[src/rtl/uart_hex_pkg.sv]
// Shared constants and encodings for the UART HEX command parser:
// ASCII codes for operators, terminators, space and ESC; opcode and
// error-code encodings; parser state encoding.
package uart_hex_pkg;

  localparam logic [7:0] ASC_PLUS  = 8'h2B;
  localparam logic [7:0] ASC_MINUS = 8'h2D;
  localparam logic [7:0] ASC_STAR  = 8'h2A;
  localparam logic [7:0] ASC_SLASH = 8'h2F;
  localparam logic [7:0] ASC_EQ    = 8'h3D;
  localparam logic [7:0] ASC_CR    = 8'h0D;
  localparam logic [7:0] ASC_SPACE = 8'h20;
  localparam logic [7:0] ASC_ESC   = 8'h1B;

  typedef enum logic [1:0] {
    OP_ADD = 2'b00,
    OP_SUB = 2'b01,
    OP_MUL = 2'b10,
    OP_DIV = 2'b11
  } opcode_e;

  typedef enum logic [1:0] {
    ERR_BADCHAR  = 2'b00,
    ERR_OVERFLOW = 2'b01,
    ERR_EMPTY    = 2'b10,
    ERR_OVERRUN  = 2'b11
  } err_e;

  typedef enum logic [1:0] {
    ST_IDLE = 2'b00,
    ST_OPA  = 2'b01,
    ST_OPB  = 2'b10,
    ST_HOLD = 2'b11
  } state_e;

endpackage

[src/rtl/uart_hex_parser_decode.sv]
// hex_ascii_decode: combinational ASCII byte classifier.
//   rx_data  in  : ASCII byte
//   is_hex   out : byte is 0-9, A-F or a-f
//   nibble   out : 4-bit value of the hex digit (0 when not hex)
//   is_op    out : byte is + - * /
//   op_code  out : operator encoding (0 when not an operator)
//   is_term  out : byte is '=' or CR
module hex_ascii_decode
  import uart_hex_pkg::*;
(
  input  logic [7:0] rx_data,
  output logic       is_hex,
  output logic [3:0] nibble,
  output logic       is_op,
  output logic [1:0] op_code,
  output logic       is_term
);

  always_comb begin
    is_hex = 1'b0;
    nibble = 4'h0;
    if (rx_data >= 8'h30 && rx_data <= 8'h39) begin
      is_hex = 1'b1;
      nibble = rx_data[3:0];
    end else if ((rx_data >= 8'h41 && rx_data <= 8'h46) ||
                 (rx_data >= 8'h61 && rx_data <= 8'h66)) begin
      // 'A'/'a' have low nibble 1, so +9 maps them to 10.
      is_hex = 1'b1;
      nibble = rx_data[3:0] + 4'd9;
    end
  end

  always_comb begin
    is_op   = 1'b1;
    op_code = OP_ADD;
    case (rx_data)
      ASC_PLUS:  op_code = OP_ADD;
      ASC_MINUS: op_code = OP_SUB;
      ASC_STAR:  op_code = OP_MUL;
      ASC_SLASH: op_code = OP_DIV;
      default:   is_op   = 1'b0;
    endcase
  end

  assign is_term = (rx_data == ASC_EQ) || (rx_data == ASC_CR);

endmodule

[src/rtl/uart_hex_parser.sv]
// uart_hex_parser: parses "<hexA><op><hexB><term>" from UART bytes and
// presents the operands and opcode to the calculator core on a
// valid/ready handshake. Malformed input gives a one-cycle parse_err and
// a sticky err_code.
//   clk, n_rst           clock, async active-low reset
//   rx_data, rx_valid    received byte and its one-cycle strobe
//   cmd_ready            core accepts the command
//   op_a, op_b, op_code  command fields, stable while cmd_valid
//   cmd_valid            command available, held until accepted
//   parse_err, err_code  error pulse and last error code
//
// state   | meaning
// ST_IDLE | waiting for first digit of operand A
// ST_OPA  | collecting operand A digits, waiting for operator
// ST_OPB  | collecting operand B digits, waiting for terminator
// ST_HOLD | command presented, waiting for cmd_ready
module uart_hex_parser
  import uart_hex_pkg::*;
#(
  parameter int DW      = 16,
  parameter int MAX_DIG = DW / 4
) (
  input  logic          clk,
  input  logic          n_rst,
  input  logic [7:0]    rx_data,
  input  logic          rx_valid,
  input  logic          cmd_ready,
  output logic [DW-1:0] op_a,
  output logic [DW-1:0] op_b,
  output logic [1:0]    op_code,
  output logic          cmd_valid,
  output logic          parse_err,
  output logic [1:0]    err_code
);

  localparam int CW = $clog2(MAX_DIG + 1);
  localparam logic [CW-1:0] CNT_MAX = CW'(MAX_DIG);
  localparam logic [CW-1:0] CNT_ONE = CW'(1);

  state_e        state_q, state_d, eff_state;
  logic [DW-1:0] acc_a_q, acc_a_d, acc_b_q, acc_b_d;
  logic [CW-1:0] cnt_q, cnt_d;
  logic [1:0]    opc_q, opc_d;
  logic [DW-1:0] op_a_q, op_a_d, op_b_q, op_b_d;
  logic [1:0]    op_code_q, op_code_d;
  logic          cmd_valid_q, cmd_valid_d;
  logic          parse_err_q, parse_err_d;
  logic [1:0]    err_code_q, err_code_d;

  logic          is_hex, is_op, is_term;
  logic [3:0]    nibble;
  logic [1:0]    dec_op;
  logic          err_set;
  err_e          err_val;

  hex_ascii_decode u_dec (
    .rx_data (rx_data),
    .is_hex  (is_hex),
    .nibble  (nibble),
    .is_op   (is_op),
    .op_code (dec_op),
    .is_term (is_term)
  );

  always_comb begin
    state_d     = state_q;
    acc_a_d     = acc_a_q;
    acc_b_d     = acc_b_q;
    cnt_d       = cnt_q;
    opc_d       = opc_q;
    op_a_d      = op_a_q;
    op_b_d      = op_b_q;
    op_code_d   = op_code_q;
    cmd_valid_d = cmd_valid_q;
    parse_err_d = 1'b0;
    err_code_d  = err_code_q;
    err_set     = 1'b0;
    err_val     = ERR_BADCHAR;
    eff_state   = state_q;

    // Acceptance and a same-cycle byte: the byte is parsed as if in IDLE.
    if (state_q == ST_HOLD && cmd_ready) begin
      eff_state   = ST_IDLE;
      state_d     = ST_IDLE;
      cmd_valid_d = 1'b0;
    end

    if (rx_valid) begin
      if (eff_state != ST_HOLD && rx_data == ASC_ESC) begin
        acc_a_d = '0;
        acc_b_d = '0;
        cnt_d   = '0;
        state_d = ST_IDLE;
      end else if (eff_state != ST_HOLD && rx_data == ASC_SPACE) begin
        // ignored
      end else begin
        case (eff_state)
          ST_IDLE: begin
            if (is_hex) begin
              acc_a_d = {{(DW-4){1'b0}}, nibble};
              cnt_d   = CNT_ONE;
              state_d = ST_OPA;
            end else begin
              err_set = 1'b1;
            end
          end
          ST_OPA: begin
            if (is_hex) begin
              if (cnt_q < CNT_MAX) begin
                acc_a_d = {acc_a_q[DW-5:0], nibble};
                cnt_d   = cnt_q + CNT_ONE;
              end else begin
                err_set = 1'b1;
                err_val = ERR_OVERFLOW;
              end
            end else if (is_op) begin
              opc_d   = dec_op;
              cnt_d   = '0;
              acc_b_d = '0;
              state_d = ST_OPB;
            end else begin
              err_set = 1'b1;
            end
          end
          ST_OPB: begin
            if (is_hex) begin
              if (cnt_q < CNT_MAX) begin
                acc_b_d = {acc_b_q[DW-5:0], nibble};
                cnt_d   = cnt_q + CNT_ONE;
              end else begin
                err_set = 1'b1;
                err_val = ERR_OVERFLOW;
              end
            end else if (is_term) begin
              if (cnt_q != '0) begin
                op_a_d      = acc_a_q;
                op_b_d      = acc_b_q;
                op_code_d   = opc_q;
                cmd_valid_d = 1'b1;
                state_d     = ST_HOLD;
              end else begin
                err_set = 1'b1;
                err_val = ERR_EMPTY;
              end
            end else begin
              err_set = 1'b1;
            end
          end
          default: begin
            // HOLD without acceptance: byte is dropped.
            err_set = 1'b1;
            err_val = ERR_OVERRUN;
          end
        endcase
      end
    end

    if (err_set) begin
      parse_err_d = 1'b1;
      err_code_d  = err_val;
      if (err_val != ERR_OVERRUN) begin
        acc_a_d = '0;
        acc_b_d = '0;
        cnt_d   = '0;
        state_d = ST_IDLE;
      end
    end
  end

  always_ff @(posedge clk or negedge n_rst) begin
    if (!n_rst) begin
      state_q     <= ST_IDLE;
      acc_a_q     <= '0;
      acc_b_q     <= '0;
      cnt_q       <= '0;
      opc_q       <= '0;
      op_a_q      <= '0;
      op_b_q      <= '0;
      op_code_q   <= '0;
      cmd_valid_q <= 1'b0;
      parse_err_q <= 1'b0;
      err_code_q  <= '0;
    end else begin
      state_q     <= state_d;
      acc_a_q     <= acc_a_d;
      acc_b_q     <= acc_b_d;
      cnt_q       <= cnt_d;
      opc_q       <= opc_d;
      op_a_q      <= op_a_d;
      op_b_q      <= op_b_d;
      op_code_q   <= op_code_d;
      cmd_valid_q <= cmd_valid_d;
      parse_err_q <= parse_err_d;
      err_code_q  <= err_code_d;
    end
  end

  assign op_a      = op_a_q;
  assign op_b      = op_b_q;
  assign op_code   = op_code_q;
  assign cmd_valid = cmd_valid_q;
  assign parse_err = parse_err_q;
  assign err_code  = err_code_q;

endmodule

[config.mk]
export PLATFORM = sky130hd
export DESIGN_NAME = uart_hex_parser
export DESIGN_NICKNAME = d
export VERILOG_FILES = /design/src/rtl/uart_hex_pkg.sv /design/src/rtl/uart_hex_parser_decode.sv /design/src/rtl/uart_hex_parser.sv
export SDC_FILE = /design/constraint.sdc
export NUM_CORES = 1
export LEC_CHECK = 0
export ABC_AREA = 1
export BUFFER_PORTS_ARGS = -buffer_cell sky130_fd_sc_hd__buf_2
export CAP_MARGIN = 20
export CORE_MARGIN = 3
export CORE_UTILIZATION = 55
export DETAILED_ROUTE_END_ITERATION = 10
export PLACE_DENSITY = 0.82
export SYNTH_ARGS = -nofsm -noshare
export SYNTH_HDL_FRONTEND = slang
export SYNTH_SLANG_ARGS = --single-unit
[constraint.sdc]
create_clock -name clk -period 3.49 [get_ports clk]
set_input_delay 0.349 -clock clk [delete_from_list [all_inputs] [get_ports clk]]
set_output_delay 0.349 -clock clk [all_outputs]
set_load 0.005 [all_outputs]
After elaboration in Yosys (flattened, before gate mapping) --
Index checks and enable logic that the tools add are counted.
Storage, ports and cells: register bits after elaboration 77, input port bits 12, output and inout bits 38, logic and storage cells 127
Cells by class: add/sub/neg operators 2, order comparisons 7, equal/unequal tests 13, mux-type cells 78, bitwise logic cells 3, reduce and logical (&&, ||, !) cells 13
Operators by type and width (number):
- $mux W16 | 17
- $pmux W16 S2 | 2
- $eq A8 B6 Y1 const B | 6
- $mux W2 | 18
- $mux W3 | 10
- $mux W1 | 24
- $pmux W2 S3 | 3
- $ge A8 B7 Y1 const B | 2
- $le A8 B7 Y1 const B | 2
- $pmux W3 S3 | 1
- $eq A8 B4 Y1 const B | 1
- $eq A8 B5 Y1 const B | 1
- $ge A8 B6 Y1 const B | 1
- $le A8 B6 Y1 const B | 1
- $mux W4 | 2
- $reduce_and A7 Y1 | 1
- $logic_and A1 B1 Y1 | 6
- $reduce_and A6 Y1 | 1
- $add A4 B4 Y4 const B | 1
- $eq A2 B2 Y1 const B | 2
- $ne A2 B2 Y1 const B | 2
- $reduce_or A4 Y1 | 1
- $add A3 B1 Y3 const B | 1
- $lt A3 B3 Y1 const B | 1
- 6 further kinds | 9

Longest topological paths before layout --
depth after elaboration 13, depth in mapped cells 15, gate-level depth less buffers 14

By module --
Synthesis repeated with hierarchy kept, for this count alone.
Second synthesis, totals: cell total of the unflattened synthesis 668, area total of the unflattened synthesis 4634.4 um2
Modules (own cells, without submodules):
- uart_hex_parser | instances 1, cells each 609, area each 4309.1 um2, sequential area each 1926.8 um2
- hex_ascii_decode | instances 1, cells each 59, area each 325.3 um2, sequential area each 0.0 um2

Worst setup path before layout --
OpenSTA, ideal clock, no wires.
kind reg2reg, from register state_q[0], to register op_b_q[0], in the netlist op_b[0], library setup time 0.125 ns, data arrival time 1.776 ns, data required time 3.365 ns, setup slack 1.588 ns, stages on the path, launching flop included 10, buffers on the path 1, period minus slack after synthesis 1.902 ns, cell sequence dfrtp_1 > ha_1 > nand2_2 > nand3_4 > nand3_2 > inv_2 > nor2_4 > nand2_2 > buf_6 > mux2_4
On the way: cells in the longest elaborated chain, start to end 7, elaborated cells on any way between the ends 10, those cells by class eq/ne: 3; mux: 1; bitwise: 2; reduce/logical: 4
RTL lines:
- start, declared | RTL line uart_hex_parser.sv:40 | state_e state_q, state_d, eff_state;
- start signal, assigned | RTL line uart_hex_parser.sv:184 | state_q <= state_d;
- $eq A2 B2 Y1 | RTL line uart_hex_parser.sv:82 | if (state_q == ST_HOLD && cmd_ready) begin
- $logic_and A1 B1 Y1 | RTL line uart_hex_parser.sv:82
- $mux W2 (*) | RTL line uart_hex_parser.sv:82
- $ne A2 B2 Y1 | RTL line uart_hex_parser.sv:89, uart_hex_parser.sv:94
- $logic_and A1 B1 Y1, on equally long branches | RTL line uart_hex_parser.sv:94, uart_hex_parser.sv:89
- $not A1 Y1 (no line)
- $reduce_and A7 Y1 (no line) (*)
- end signal, assigned | RTL line uart_hex_parser.sv:190 | op_b_q <= op_b_d;
- end, declared | RTL line uart_hex_parser.sv:44 | logic [DW-1:0] op_a_q, op_a_d, op_b_q, op_b_d;
Mark *: on every way between the ends. The rest lies on a longest branch, timed or not. A chain may end at the register's enable or synchronous reset.

Worst setup path in the final report --
from register state_q[0], to register op_a_q[3], in the netlist op_a[3]
On the way: cells in the longest elaborated chain, start to end 7, elaborated cells on any way between the ends 10, those cells by class eq/ne: 3; mux: 1; bitwise: 2; reduce/logical: 4
RTL lines:
- $eq A2 B2 Y1 | RTL line uart_hex_parser.sv:82
- $logic_and A1 B1 Y1 | RTL line uart_hex_parser.sv:82
- $mux W2 (*) | RTL line uart_hex_parser.sv:82
- $ne A2 B2 Y1 | RTL line uart_hex_parser.sv:89, uart_hex_parser.sv:94
- $logic_and A1 B1 Y1, on equally long branches | RTL line uart_hex_parser.sv:94, uart_hex_parser.sv:89
- $not A1 Y1 (no line)
- $reduce_and A7 Y1 (no line) (*)
- end signal, assigned | RTL line uart_hex_parser.sv:189 | op_a_q <= op_a_d;
- end, declared | RTL line uart_hex_parser.sv:44
Marks and branches as above.

==> results.yml <==
outcome:
  run_status: "complete, no violations"
clock_network:
  cts_tree: "built"
  postCtsHoldBufs: 0
  root_buffer: "clkbuf_8"
  numCtsBuffers: 9
  clockBufferDepth: 2
  insertion_delay_ns: 0.35
  cts_setup_buffers: 0
  htreeDepth: 3
  clock-sinks: 77
  ctsResizeCount: 0
  path_clk_slew_ns: 0.09
place:
  place_area_um2: 4850
  io_buffers: 49
  hpwl_um: 7100
  place_ws_ns: 1.04
  routabilityCongestion: 0.883
layout:
  fillers: 663
  insertedDiodeCount: 0
  drive_gt1_frac: 0.187
  post-route-util: 0.644
  multi_input_area_um2: 2250
  fin_area_um2: 5080
  final_nets: 671
  syn2layout_area_growth_pct: 11.0
  register_area_um2: 1930
logic_synthesis:
  synthDistinctLibCells: 31
  yosys.area.top_type: "dfrtp_1"
  synthCells: 610
  ys_ff_latch: 77
  syn_area_um2: 4580
  synth_area_per_cell_um2: 7.50
  ys_warn_count: 0
  yosysSeqAreaShare: 0.421
  ys_top_cells_by_area: "dfrtp_1, nand2_1, mux2_4"
  yosysTopAreaCellShare: 0.421
  syn-num-nets: 631
die:
  ios: 50
  fp.coreArea_um2: 7890
  design.die.area_um2: 9450
  die_height_um: 97.2
  start_util: 0.580
  rows: 32
  die_w_um: 97.2
setup_path:
  cp_max_fo: 29
  rrSetupSlack_ns: 1.06
  arrival_ns: 2.66
  required_ns: 3.72
  rr_startpoint: "state_q[0]"
  rr_worst_depth: 9
  start_kind: "register"
  crit_type: "reg -> reg"
  rr_endpoint: "op_a[3]"
  cp-end-kind: "register"
power:
  power.leakage_nw: 2.87
  p_total_mw: 1.85
  vdd_drop_max_mv: 0.188
  power_density_nw_per_um2: 363
sta:
  timing.final.crit_period_ns: 2.43
  skew_ns: 0.0138
  worst_slew_pin_slew_ns: 0.967
  fmax_mhz: 411
  rsz0062_at_grt: "no"
  period_share: 0.697
  slew_violations: 0
  fin_ws_ns: 1.06
  finalSetupViolCount: 0
  relSlewSlack: 0.355
  hold_violations: 0
  fin_setup_tns_ns: 0
min_path:
  hold_class: "in -> async"
detailed_routing:
  ant_nets: 0
  drc: 0
  drt_iter0_markers: 262
  viasPerCell: 5.30
  wirelength_um: 10400
  routedWlPerCell_um: 13.7
  first_pass_iters: 6
  vias: 4007
job:
  drv_cap: 0
grt:
  grt_pass1_wl_um: 18000
  grt_start_max_net_pins: 78
  grt_usage: 0.227
  overflow: 0
  grt_pass1_vias: 3964
  antenna_found_initial: 0
==> state kept, by name (all words and copies together) (netlist names) <==
signal     cells
acc_a_q       16
acc_b_q       16
op_a          16
op_b          16
cnt_q          3
err_code       2
op_code        2
opc_q          2
state_q        2
cmd_valid      1
parse_err      1
==> worst max-delay path by stage <==
stage | startpoint | to | slack (ns) | cells past startpoint
finish | state_q[0] | op_a[3] | 1.06 | 9
global route | state_q[0] | op_a[3] | 0.86 | 9
CTS | state_q[0] | op_a[3] | 1.05 | 9
detailed placement | rx_data[0] | op_a[3] | 1.04 | 11
global placement | rx_data[0] | op_a[1] | 1.08 | 11
floorplan | state_q[0] | op_b[0] | 1.59 | 9
==> through the flow <==
| stage | hold slack (ns) | instances |
|---|---|---|
| after floorplan | 0.0534 | 610 |
| after global placement | 0.462 | 741 |
| after detailed placement | 0.462 | 741 |
| after CTS | 0.183 | 756 |
| after global routing | 0.233 | 756 |
| final | 0.146 | 756 |
==> metal layers <==
metal  up-vias  routed length (µm)  global-route usage
li1       1981                   -                   -
met2       126                4980               0.377
met4         0                 174              0.0927
met1      1882                4560               0.298
met5         -                   0                   0
met3        18                 636              0.0323
==> report_power, final <==
| part | switching [mW] | leakage (nW) | internal, mW |
|---|---|---|---|
| logic | 0.102 | 1.68 | 0.0322 |
| clock network | 0.339 | 0.119 | 0.472 |
| registers | 0.00426 | 1.07 | 0.896 |
| total | 0.445 | 2.87 | 1.40 |
==> cells in the mapped netlist <==
cell type  number
o21ai_1         1
buf_6           5
a21oi_1        25
nand2_4         4
buf_4           3
nand4_1         1
nor2_1         19
nand3b_1        2
nor3_1          2
ha_1            9
nor2_2          5
o211ai_1        9
clkbuf_1        8
inv_2           8
nand3_4         1
nor2_4          2
nand3_1        20
nand3_2         5
o21ai_0        32
nor4_1          1
nor3_2          1
inv_1          57
mux2_4         19
dfrtp_1        77
nand2_1       273
nand2_2         7
o31ai_1         1
a21o_1          1
nand4_2         2
buf_2           8
clkinv_1        2
==> cells in the final DEF (no fill, tap or decap), drive strengths merged <==
| cell type | netlist | routed |
|---|---|---|
| nand2 | 284 | 284 |
| nor4 | 1 | 1 |
| clkbuf | 8 | 9 |
| nand3 | 26 | 26 |
| dfrtp | 77 | 77 |
| nor3 | 3 | 3 |
| inv | 65 | 65 |
| nand4 | 3 | 3 |
| buf | 16 | 53 |
| nor2 | 26 | 26 |
| mux2 | 19 | 19 |
| o211ai | 9 | 9 |
| a21o | 1 | 1 |
| ha | 9 | 9 |
| o31ai | 1 | 1 |
| clkinv | 2 | 5 |
| o21ai | 33 | 33 |
| bufinv | 0 | 3 |
| a21oi | 25 | 25 |
| nand3b | 2 | 2 |
==> critical path, cell delays in order (launching register included) <==
cell     delay [ns]
dfrtp_1        0.46
ha_1           0.24
nand2_2        0.12
nand3_4        0.14
nand3_2        0.21
inv_2          0.10
nor2_4         0.16
nand2_2        0.27
buf_12         0.28
mux2_4         0.31
==> cell families after synthesis <==
family	after synthesis	share of synthesized area
multiplexers	19	0.0623
adder cells (fa/ha/maj)	9	0.0246
AND/OR/NAND/NOR	345	0.323
buffers and inverters	91	0.0875
AO/OA/AOI/OAI	69	0.0815
flip-flops	77	0.421
==> cell type report <==
cell class | instances | area share
Clock buffer | 9 | 0.0244
Clock inverter | 6 | 0.0222
Sequential cell | 77 | 0.379
Tap cell | 102 | 0.0251
Timing Repair Buffer | 53 | 0.0571
Multi-Input combinational cell | 442 | 0.443
Inverter | 67 | 0.0495
(Power assumes the default switching activity.)
